<file path="src/rtl/pc_redirect_controller.sv">
// pc_redirect_controller: fetch-stage PC sequencer for the 5-stage RV32I pipe.
// Owns the PC, drives imem fetch, takes redirects and sequences pipe flushes.
//
// Ports
//   clk, rst_n           clock, synchronous active-low reset
//   stall_i              hazard-unit stall, holds the PC in FETCH
//   br_valid/br_taken    EX branch resolution, br_target = PC-relative target
//   jalr_valid           EX JALR, target = (jalr_base + jalr_offset) & ~1
//   jal_valid            ID JAL, jal_target = PC-relative target
//   imem_ready           imem accepts the current fetch address
//   imem_req, imem_addr  fetch request / address (imem_addr = pc_o)
//   pc_o, pc_plus4_o     current fetch PC and PC + 4
//   fetch_valid          fetched word valid for IF/ID
//   flush_if_id/id_ex    squash IF/ID and ID/EX
//   redirect_cnt         count of accepted redirects (wraps)
//   trap_o, trap_tval    misaligned-target trap pulse and offending target
//
// Build option: define MISALIGN_TRAP_EN to trap on a misaligned redirect
// target (PC <- TRAP_VECTOR). Otherwise target[1:0] is forced to zero.

module pc_redirect_controller #(
  parameter logic [31:0] RESET_PC     = 32'h0000_0000,
  parameter logic [31:0] TRAP_VECTOR  = 32'h0000_0100,
  parameter int unsigned FLUSH_CYCLES = 1
) (
  input  logic        clk,
  input  logic        rst_n,
  input  logic        stall_i,
  input  logic        br_valid,
  input  logic        br_taken,
  input  logic [31:0] br_target,
  input  logic        jalr_valid,
  input  logic [31:0] jalr_base,
  input  logic [31:0] jalr_offset,
  input  logic        jal_valid,
  input  logic [31:0] jal_target,
  input  logic        imem_ready,
  output logic        imem_req,
  output logic [31:0] imem_addr,
  output logic [31:0] pc_o,
  output logic [31:0] pc_plus4_o,
  output logic        fetch_valid,
  output logic        flush_if_id,
  output logic        flush_id_ex,
  output logic [15:0] redirect_cnt,
  output logic        trap_o,
  output logic [31:0] trap_tval
);

  // Out-of-range settings are clamped to the legal 1..3 window.
  localparam int unsigned FC_N =
    (FLUSH_CYCLES < 1) ? 1 :
    (FLUSH_CYCLES > 3) ? 3 : FLUSH_CYCLES;
  localparam logic [1:0] FC_LD = 2'(FC_N);

  typedef enum logic [1:0] {
    BOOT  = 2'd0,
    FETCH = 2'd1,
    FLUSH = 2'd2
  } state_e;

  state_e      state_q, state_d;
  logic [31:0] pc_q, pc_d;
  logic [1:0]  fcnt_q, fcnt_d;
  logic [15:0] rcnt_q, rcnt_d;
  logic        req_q, req_d;
  logic        fv_q, fv_d;
  logic        flush_q, flush_d;

  logic [31:0] jalr_sum;
  logic        redir;
  logic [31:0] raw_tgt;
  logic [31:0] tgt;
  logic        take_trap;
  logic [31:0] new_pc;
  logic        take;

  assign jalr_sum = jalr_base + jalr_offset;

  // EX-stage instructions are older than the ID-stage JAL,
  // so they win when several redirects arrive together.
  always_comb begin
    redir   = 1'b0;
    raw_tgt = 32'h0;
    priority case (1'b1)
      jalr_valid: begin
        redir   = 1'b1;
        raw_tgt = jalr_sum & ~32'h1;
      end
      (br_valid && br_taken): begin
        redir   = 1'b1;
        raw_tgt = br_target;
      end
      jal_valid: begin
        redir   = 1'b1;
        raw_tgt = jal_target;
      end
      default: begin
        redir   = 1'b0;
        raw_tgt = 32'h0;
      end
    endcase
  end

`ifdef MISALIGN_TRAP_EN
  assign tgt       = raw_tgt;
  assign take_trap = |raw_tgt[1:0];
`else
  assign tgt       = {raw_tgt[31:2], raw_tgt[1:0] & 2'b00};
  assign take_trap = 1'b0;
`endif

  assign new_pc = take_trap ? TRAP_VECTOR : tgt;

  // Redirects are only honoured once fetching has started.
  assign take = redir && (state_q != BOOT);

  always_comb begin
    state_d = state_q;
    pc_d    = pc_q;
    fcnt_d  = fcnt_q;
    rcnt_d  = rcnt_q;
    fv_d    = 1'b0;
    if (take) begin
      // A redirect also overrides stall/imem_ready
      // and restarts an ongoing flush count.
      pc_d    = new_pc;
      state_d = FLUSH;
      fcnt_d  = FC_LD;
      rcnt_d  = rcnt_q + 16'd1;
    end else begin
      unique case (state_q)
        BOOT: begin
          state_d = FETCH;
        end
        FETCH: begin
          if (imem_ready && !stall_i) begin
            pc_d = pc_q + 32'd4;
            fv_d = 1'b1;
          end
        end
        FLUSH: begin
          if (fcnt_q == 2'd1) begin
            state_d = FETCH;
          end else begin
            fcnt_d = fcnt_q - 2'd1;
          end
        end
        default: begin
          state_d = BOOT;
        end
      endcase
    end
    req_d   = (state_d == FETCH);
    flush_d = (state_d == FLUSH);
  end

  always_ff @(posedge clk) begin
    if (!rst_n) begin
      state_q <= BOOT;
      pc_q    <= RESET_PC;
      fcnt_q  <= 2'd0;
      rcnt_q  <= 16'd0;
      req_q   <= 1'b0;
      fv_q    <= 1'b0;
      flush_q <= 1'b0;
    end else begin
      state_q <= state_d;
      pc_q    <= pc_d;
      fcnt_q  <= fcnt_d;
      rcnt_q  <= rcnt_d;
      req_q   <= req_d;
      fv_q    <= fv_d;
      flush_q <= flush_d;
    end
  end

`ifdef MISALIGN_TRAP_EN
  logic        trap_q, trap_d;
  logic [31:0] tval_q, tval_d;

  always_comb begin
    trap_d = take && take_trap;
    tval_d = trap_d ? raw_tgt : tval_q;
  end

  always_ff @(posedge clk) begin
    if (!rst_n) begin
      trap_q <= 1'b0;
      tval_q <= 32'h0;
    end else begin
      trap_q <= trap_d;
      tval_q <= tval_d;
    end
  end

  assign trap_o    = trap_q;
  assign trap_tval = tval_q;
`else
  assign trap_o    = 1'b0;
  assign trap_tval = 32'h0;
`endif

  assign pc_o         = pc_q;
  assign imem_addr    = pc_q;
  assign pc_plus4_o   = pc_q + 32'd4;
  assign imem_req     = req_q;
  assign fetch_valid  = fv_q;
  assign flush_if_id  = flush_q;
  assign flush_id_ex  = flush_q;
  assign redirect_cnt = rcnt_q;

endmodule

</file>
<file path="config.mk">
export PLATFORM = sky130hd
export DESIGN_NAME = pc_redirect_controller
export DESIGN_NICKNAME = d
export VERILOG_FILES = /design/src/rtl/pc_redirect_controller.sv
export SDC_FILE = /design/constraint.sdc
export NUM_CORES = 1
export LEC_CHECK = 0
export ABC_AREA = 0
export CORE_UTILIZATION = 38
export CTS_BUF_LIST = sky130_fd_sc_hd__clkbuf_8
export DETAILED_ROUTE_END_ITERATION = 16
export PLACE_DENSITY = 0.78
export REMOVE_ABC_BUFFERS = 1
export SETUP_SLACK_MARGIN = 0.5
export SYNTH_ARGS = -nofsm -noshare
export SYNTH_HDL_FRONTEND = slang
export SYNTH_SLANG_ARGS = --single-unit
export TNS_END_PERCENT = 20
</file>
<file path="constraint.sdc">
create_clock -name clk -period 2.4 [get_ports clk]
set_input_delay 0.24 -clock clk [delete_from_list [all_inputs] [get_ports clk]]
set_output_delay 0.24 -clock clk [all_outputs]
set_load 0.05 [all_outputs]
</file>
== Yosys cells after proc, flatten, opt, wreduce, memory -nomap -nowiden ==
Index checks and enable logic that the tools add are counted.
Operators by class
  add/subtract/negate cells: 4
  equal/unequal tests: 6
  mux-type cells: 16
  bitwise gates (word level): 3
  reductions and logical operators: 15
Operators by type and width (number)
  32-bit 2-to-1 mux: 6
  32-bit by 3-bit adder with 32-bit output (second input constant): 1
  32-bit adder: 1
  16-bit by 1-bit adder with 16-bit output (second input constant): 1
  2-bit AND reduction: 4
  2-bit nonzero test: 4
  1-bit 2-to-1 mux: 7
  2-bit by 1-bit == test with 1-bit output (second input constant): 3
  2-bit one-hot mux with 3 select lines: 1
  2-bit == test (second input constant): 2
  2-bit 2-to-1 mux: 2
  1-bit logical AND: 3
  1-bit inverter: 3
  3-bit OR reduction: 1
  2-bit zero test: 1
  2-bit inequality test (second input constant): 1
  2-bit OR reduction: 1
  2-bit by 1-bit subtractor with 2-bit output (second input constant): 1
  1-bit zero test: 1
Word-level totals
  register bits: 55
  input port bits: 136
  output and inout bits: 149
  logic and storage cells: 53

== Longest topological paths before layout ==
Gate-level depths: netlist of the first run.
  depth after elaboration: 6
  depth in mapped cells: 10
  gate-level depth less buffers: 9

== Worst setup path after synthesis of the first run ==
OpenSTA, ideal clock, no wires.
  kind: register to output
  start point: register pc_q[2] (netlist: imem_addr[2])
  end point: output pc_plus4_o[30]
  data arrival time: 2996 ps
  required time: 2160 ps
  slack: -836 ps
  stages on the path, launching flop included: 9
  path buffers: 1
  path through: dfxtp_1 > ha_1 > and3_2 > buf_2 > nand4_4 > nor3_1 > nand3_1 > nor2_1 > xor2_1
On the way
  word-level cells in the longest chain between the ends: 1
Ends and longest elaborated chain
  from (decl): RTL line 63  | logic [31:0] pc_q, pc_d;
  from (signal assigned): RTL line 169  | pc_q <= pc_d;
  32-bit by 3-bit adder with 32-bit output: RTL line 206  | assign pc_plus4_o = pc_q + 32'd4;
  to (decl): RTL line 41  | output logic [31:0] pc_plus4_o,
No other way between the ends.

== Final worst setup path of the first run ==
  start point: register pc_q[21] (netlist: imem_addr[21])
  end point: output pc_plus4_o[27]
Same word-level chain as after synthesis.

==> impl_metrics.json, run 1 <==
{
  "switching_share_pct": 49.4,
  "r2r_cells": 11,
  "worstSetupPathDepth": 7,
  "cp_cell_sequence": "and3_4 > nand4_4 > nor4_4 > buf_4 > nand3_4 > xnor2_4 > buf_12",
  "num-fill-cells": 1109,
  "fin_crit_sh_pct": 96.8,
  "worstMarginPinSlew_ns": 0.792,
  "relSlewSlack_pct": 47.0,
  "synth_cells": 751,
  "die_area_um2": 15500,
  "drc": 0,
  "yosysTopAreaCell": "dfxtp_1",
  "synth_area_leaders": "dfxtp_1, buf_4, xor2_1, ha_1, xnor2_1",
  "powerDensity_nw_per_um2": 617,
  "slew_violations": 0,
  "cts.sinks": 53,
  "grt-ovfl-total": 0,
  "avgSynthCellArea_um2": 7.61,
  "finalSetupViolCount": 0,
  "track_usage_pct": 27.5,
  "cp_num_buf_inv": 2,
  "slowest_stage": "nor4_4",
  "grt_pass1_wl_um": 34100,
  "worstPathMaxFanout": 4,
  "die_h_um": 125,
  "place_inst": 1220,
  "area.growth.synth_to_final_pct": 74.3,
  "insertion_delay_ns": 0.33,
  "wl_per_cell_um": 18.0,
  "start_kind": "flop",
  "synth_ff_type": "dfxtp_1",
  "hold_viol": 0,
  "hold_class": "in -> reg",
  "via_per_inst": 5.45,
  "cpLargestDelayFamily": "simple AND/OR/NAND/NOR gates",
  "final_common_cell": "clkdlybuf4s50_1",
  "critPathMaxStageDelay_ns": 0.37,
  "hold_depth": 4,
  "arrival_ns": 2.08,
  "wl_met2_um": 11500,
  "final_util_pct": 68.3,
  "pwr-share-clk_pct": 10.5,
  "antenna_found_initial": 0,
  "cts_buffer_depth": 2,
  "seq_area_frac_synth_pct": 18.6,
  "power_frac_seq_pct": 19.4,
  "grt_max_degree": 47,
  "drive_above_1_share_pct": 29.0,
  "synth_edf_count": 0,
  "core-area_um2": 14600,
  "ant_nets": 0,
  "antenna_cells": 0,
  "skew_ns": 0.0163,
  "htree_levels": 2,
  "syn-cell-area_um2": 5710,
  "pwr-share-comb_pct": 70.1,
  "finalNonFillerCells": 1260,
  "max-vdd-ir-drop_v": 0.000280,
  "fmax_ghz": 0.430,
  "p_leak_nw": 4.13,
  "wl_met3_um": 1420,
  "power_switching_mw": 3.03,
  "row_count": 44,
  "rsz0062_at_grt": "yes",
  "root_buffer": "clkbuf_8",
  "cp.required_ns": 2.16,
  "io_pins": 285,
  "yosysWarnings": 0,
  "die_w_um": 125,
  "cts_buffers": 5,
  "crit_type": "reg -> out",
  "layout_common_cells": "clkdlybuf4s50_1, buf_4, nand2_1",
  "max_cap_violations": 0,
  "drt-pass1-iter-count": 5,
  "drtIter0Drc": 461,
  "routed.top_layer": "met4",
  "wl_met1_um": 8790,
  "totalWireLength_um": 22700,
  "path_clk_slew_ns": 0.10,
  "p_int_mw": 3.11,
  "hpwl_um": 16500,
  "period_needed_ns": 2.32,
  "ys_seq_elements": 53,
  "critPathCaptureType": "output pin",
  "yosysUniqueCellTypes": 79,
  "initial_core_util_pct": 39.2,
  "io_buffers": 241,
  "cts_tree": "built",
  "async_flop_share_pct": 0,
  "grt_pass1_vias": 6437,
  "gp_congestion": 0.941,
  "yosysTopAreaCellShare_pct": 18.6,
  "finalNetCount": 1244,
  "num_vias": 6866,
  "status": "complete, no violations"
}
==> power groups by stage <==
| stage | logic (mW) | registers, mW | clock network [mW] |
|---|---|---|---|
| floorplan | 1.37 | 2.03 | 0 |
| global placement | 3.96 | 1.17 | 0 |
| detailed placement | 4.00 | 1.18 | 0 |
| CTS | 4.16 | 1.18 | 0.642 |
| global route | 4.47 | 1.21 | 0.682 |
| finish | 4.30 | 1.19 | 0.645 |
==> worst paths after layout <==
kind / from / endpoint / slack (ns)
worst max-delay path: imem_addr[21]$_SDFFE_PN0P_ / pc_plus4_o[27] / 0.08
worst min-delay path: jalr_valid / imem_addr[30]$_SDFFE_PN0P_ / 0.49
worst max register to register: imem_addr[2]$_SDFFE_PN0P_ / imem_addr[28]$_SDFFE_PN0P_ / 0.21
worst min register to register: redirect_cnt[12]$_SDFFE_PN0P_ / redirect_cnt[12]$_SDFFE_PN0P_ / 0.50
==> synth_stat cells (all sizes together) (3+ instances only) <==
cell	n
a211oi	26
a21o	12
a21oi	62
a221oi	3
a311oi	5
a31oi	4
and2	3
and3	19
and4	5
buf	80
clkbuf	31
dfxtp	53
ha	33
inv	10
nand2	78
nand2b	3
nand3	50
nand4	17
nor2	59
nor2b	3
nor3	12
nor3b	4
nor4	3
o211ai	4
o21a	9
o21ai	24
o221ai	3
o22ai	6
or3	5
or4	4
xnor2	38
xor2	51
==> worst min-delay path, cell delays in order <==
cell	delay, ns
buf_2	0.23
nor3_1	0.10
a21oi_1	0.11
nand3b_1	0.08
==> metal layers <==
layer / up-vias / GRT usage [%]
met3: 84 / 3.44
met2: 345 / 50.6
met5: - / 0
met1: 3222 / 32.6
li1: 3215 / -
met4: 0 / 9.43
==> timing repair <==
item,4_1_cts,5_1_grt
endpoints found under the setup margin,89,116
pin swaps,77,32
setup buffers,27,5
hold buffers,0,0
resized for setup,183,44
==> registers in the layout (all words and copies together) (netlist names) <==
signal,count
imem_addr,30
redirect_cnt,16
fcnt_q,2
state_q,2
fetch_valid,1
flush_id_ex,1
imem_req,1
==> kinds of logic after synthesis <==
group,count (synthesis),synth area share (%)
AO/OA/AOI/OAI,178,21.5
XOR/XNOR,89,13.6
adder cells (fa/ha/maj),33,7.23
buffers and inverters,122,13.7
flip-flops,53,18.6
multiplexers,3,0.569
other,1,0.0656
AND/OR/NAND/NOR,272,24.7
==> layout make-up <==
type,instances,area (um2),area share (%)
flip-flops and latches,53,1070,10.8
repair buffers,391,3750,37.7
multi-input cells,614,4740,47.6
clock buffers,6,82.6,0.829
inverters,10,37.5,0.377
well taps,184,230,2.31
clock inverters,2,33.8,0.339
==> stage by stage <==
step	hold WS [ns]	total power [mW]	area, um2	setup WS (ns)	setup TNS (ns)
floorplan	0.357	3.40	5110	-1.16	-25.91
global placement	0.483	5.13	8920	-0.509	-7.69
detailed placement	0.495	5.18	8920	-0.626	-9.75
CTS	0.455	5.99	9780	0.0985	0
global route	0.531	6.36	9960	0.00382	0
finish	0.485	6.14	9960	0.0758	0
Power figures use the tool's default switching activity.
==> run 2, diff against run 1 <==
--- a/config.mk
+++ b/config.mk
@@ -6,6 +6,7 @@
 export NUM_CORES = 1
 export LEC_CHECK = 0
 export ABC_AREA = 0
+export ABC_CLOCK_PERIOD_IN_PS = 2400
 export CORE_UTILIZATION = 38
 export CTS_BUF_LIST = sky130_fd_sc_hd__clkbuf_8
 export DETAILED_ROUTE_END_ITERATION = 16
==> results of run 2 <==
Final layout, timing and power as in run 1 (identical DEF).
==> run 3, diff against run 2 <==
--- a/config.mk
+++ b/config.mk
@@ -6,11 +6,10 @@
 export NUM_CORES = 1
 export LEC_CHECK = 0
 export ABC_AREA = 0
-export ABC_CLOCK_PERIOD_IN_PS = 2400
-export CORE_UTILIZATION = 38
-export CTS_BUF_LIST = sky130_fd_sc_hd__clkbuf_8
+export ABC_CLOCK_PERIOD_IN_PS = 2600
+export CORE_UTILIZATION = 42
 export DETAILED_ROUTE_END_ITERATION = 16
-export PLACE_DENSITY = 0.78
+export PLACE_DENSITY = 0.81
 export REMOVE_ABC_BUFFERS = 1
 export SETUP_SLACK_MARGIN = 0.5
 export SYNTH_ARGS = -nofsm -noshare
==> constraint.sdc (replaced) <==
create_clock -name clk -period 2.6 [get_ports clk]
set_input_delay 0.26 -clock clk [delete_from_list [all_inputs] [get_ports clk]]
set_output_delay 0.26 -clock clk [all_outputs]
set_load 0.05 [all_outputs]
==> impl_metrics.json, run 3 (synthesis results as in run 1) <==
{
  "status": "complete, no violations",
  "cts_tree": "built",
  "dpl_cell_area_um2": 8630,
  "largest_reg_flops": 30,
  "track_usage_pct": 29.5,
  "p_leak_nw": 4.01,
  "period_needed_ns": 2.36,
  "fin_setup_tns_ns": 0,
  "antenna_cells": 0,
  "worstMarginPinSlew_ns": 0.652,
  "die_w_um": 119,
  "finalPower_mw": 5.78,
  "io_buffers": 241,
  "routed.top_layer": "met4",
  "cts_buffer_depth": 2,
  "reg2reg_slack_ns": 0.32,
  "rsz0062_at_grt": "yes",
  "final_util_pct": 73.4,
  "grt_max_degree": 48,
  "via_per_inst": 5.52,
  "cts_buffers": 5,
  "finalWorstSetupSlack_ns": 0.243,
  "hold_buffers": 0,
  "grt_pass1_wl_um": 33400,
  "insertion_delay_ns": 0.30,
  "root_buffer": "clkbuf_16",
  "gp_congestion": 0.948,
  "hpwl_um": 15500,
  "powerDensity_nw_per_um2": 595,
  "whs_ns": 0.502,
  "antenna_found_initial": 0,
  "grt-ovfl-total": 0,
  "die_h_um": 119,
  "num_vias": 6804,
  "drc": 0,
  "slew_violations": 0,
  "area.growth.synth_to_final_pct": 70.1,
  "final_common_cell": "clkdlybuf4s50_1",
  "critical_path.startpoint": "jalr_offset[8]",
  "io_pins": 285,
  "fin_crit_sh_pct": 90.6,
  "grt_pass1_vias": 6535,
  "layout_common_cells": "clkdlybuf4s50_1, buf_4, nand2_1",
  "drive_above_1_share_pct": 26.1,
  "worstPathMaxFanout": 5,
  "crit_path_end": "imem_addr[30]$_SDFFE_PN0P_",
  "row_count": 42,
  "final_area_um2": 9720,
  "min-delay-start": "redirect_cnt[12]$_SDFFE_PN0P_",
  "critPathMaxStageDelay_ns": 0.54,
  "crit_type": "in -> reg",
  "fmax_ghz": 0.424,
  "relSlewSlack_pct": 56.4,
  "arrival_ns": 2.59,
  "r2r_start": "imem_addr[9]$_SDFFE_PN0P_",
  "hold_class": "reg -> reg",
  "place_inst": 1185,
  "path_clk_slew_ns": 0.07,
  "wl_met1_um": 8720,
  "finalNetCount": 1225,
  "start_kind": "input port",
  "finalNonFillerCells": 1233,
  "rr_endpoint": "imem_addr[29]$_SDFFE_PN0P_",
  "cts.sinks": 53,
  "die_area_um2": 14100,
  "drtIter0Drc": 570,
  "ant_nets": 0,
  "wl_met3_um": 1450,
  "core-area_um2": 13200,
  "hold_viol": 0,
  "max-vdd-ir-drop_v": 0.000271,
  "slowest_stage": "or4_4",
  "max_cap_violations": 0,
  "finalSetupViolCount": 0,
  "cp_cell_sequence": "clkdlybuf4s15_1 > ha_4 > o21a_1 > a221oi_4 > buf_6 > o31ai_4 > a31oi_4 > o31a_1 > or4_4 > nand3b_1",
  "r2r_cells": 10,
  "initial_core_util_pct": 43.1,
  "htree_levels": 2,
  "wl_met2_um": 11000,
  "pre_cts_ws_ns": -0.371,
  "drt-pass1-iter-count": 5,
  "wl_per_cell_um": 17.7,
  "totalWireLength_um": 21900,
  "cp.required_ns": 2.84,
  "skew_ns": 0.00541,
  "critPathCaptureType": "flop"
}
==> run 3: cell types whose count changed in the layout (fill, tap and decap cells not counted), sizes merged <==
cell,previous run,this run
clkdlybuf4s15,5,8
inv,11,10
dlygate4sd2,24,20
bufinv,1,2
buf,188,169
clkdlybuf4s50,171,173
clkbuf,9,7
clkinv,0,1
==> run 3: worst max-delay path, delay by kind of cell <==
kind	cells	cell delay, ns
compound gates	5	1.04
fa+ha+maj	1	0.31
buf+inv	2	0.34
simple gates	2	0.65
==> run 3: cell type report <==
type                       instances  area, um2
clock inverter                     3       65.1
inverter                          10       37.5
clock buffer                       5        125
sequential                        53       1080
tap                              176        220
fill                             967       3520
timing repair buffer             372       3570
multi-input combinational        614       4620
==> run 3: report_power, final <==
group	switching [mW]	internal, mW
clock	0.315	0.551
combinational	2.27	1.51
sequential	0.190	0.948
==> run 3: worst min path at each step <==
stage               cells after the start  slack (ns)                             to
floorplan                               1        0.38     imem_addr[17]$_SDFFE_PN0P_
global placement                        2        0.48  redirect_cnt[12]$_SDFFE_PN0P_
detailed placement                      2        0.49  redirect_cnt[12]$_SDFFE_PN0P_
CTS                                     2        0.50  redirect_cnt[12]$_SDFFE_PN0P_
global route                            2        0.54  redirect_cnt[15]$_SDFFE_PN0P_
finish                                  2        0.50  redirect_cnt[12]$_SDFFE_PN0P_
==> run 3: metal layers <==
metal  GRT usage (%)  up-vias
met5               0        -
met4            9.41        0
met3            4.34       63
met2            52.6      335
met1            36.1     3230
li1                -     3176
==> run 3: repair_timing <==
item,CTS,global route
buffers inserted,31,9
endpoints found under the setup margin,53,48
resized for setup,179,34
pin swaps,58,23
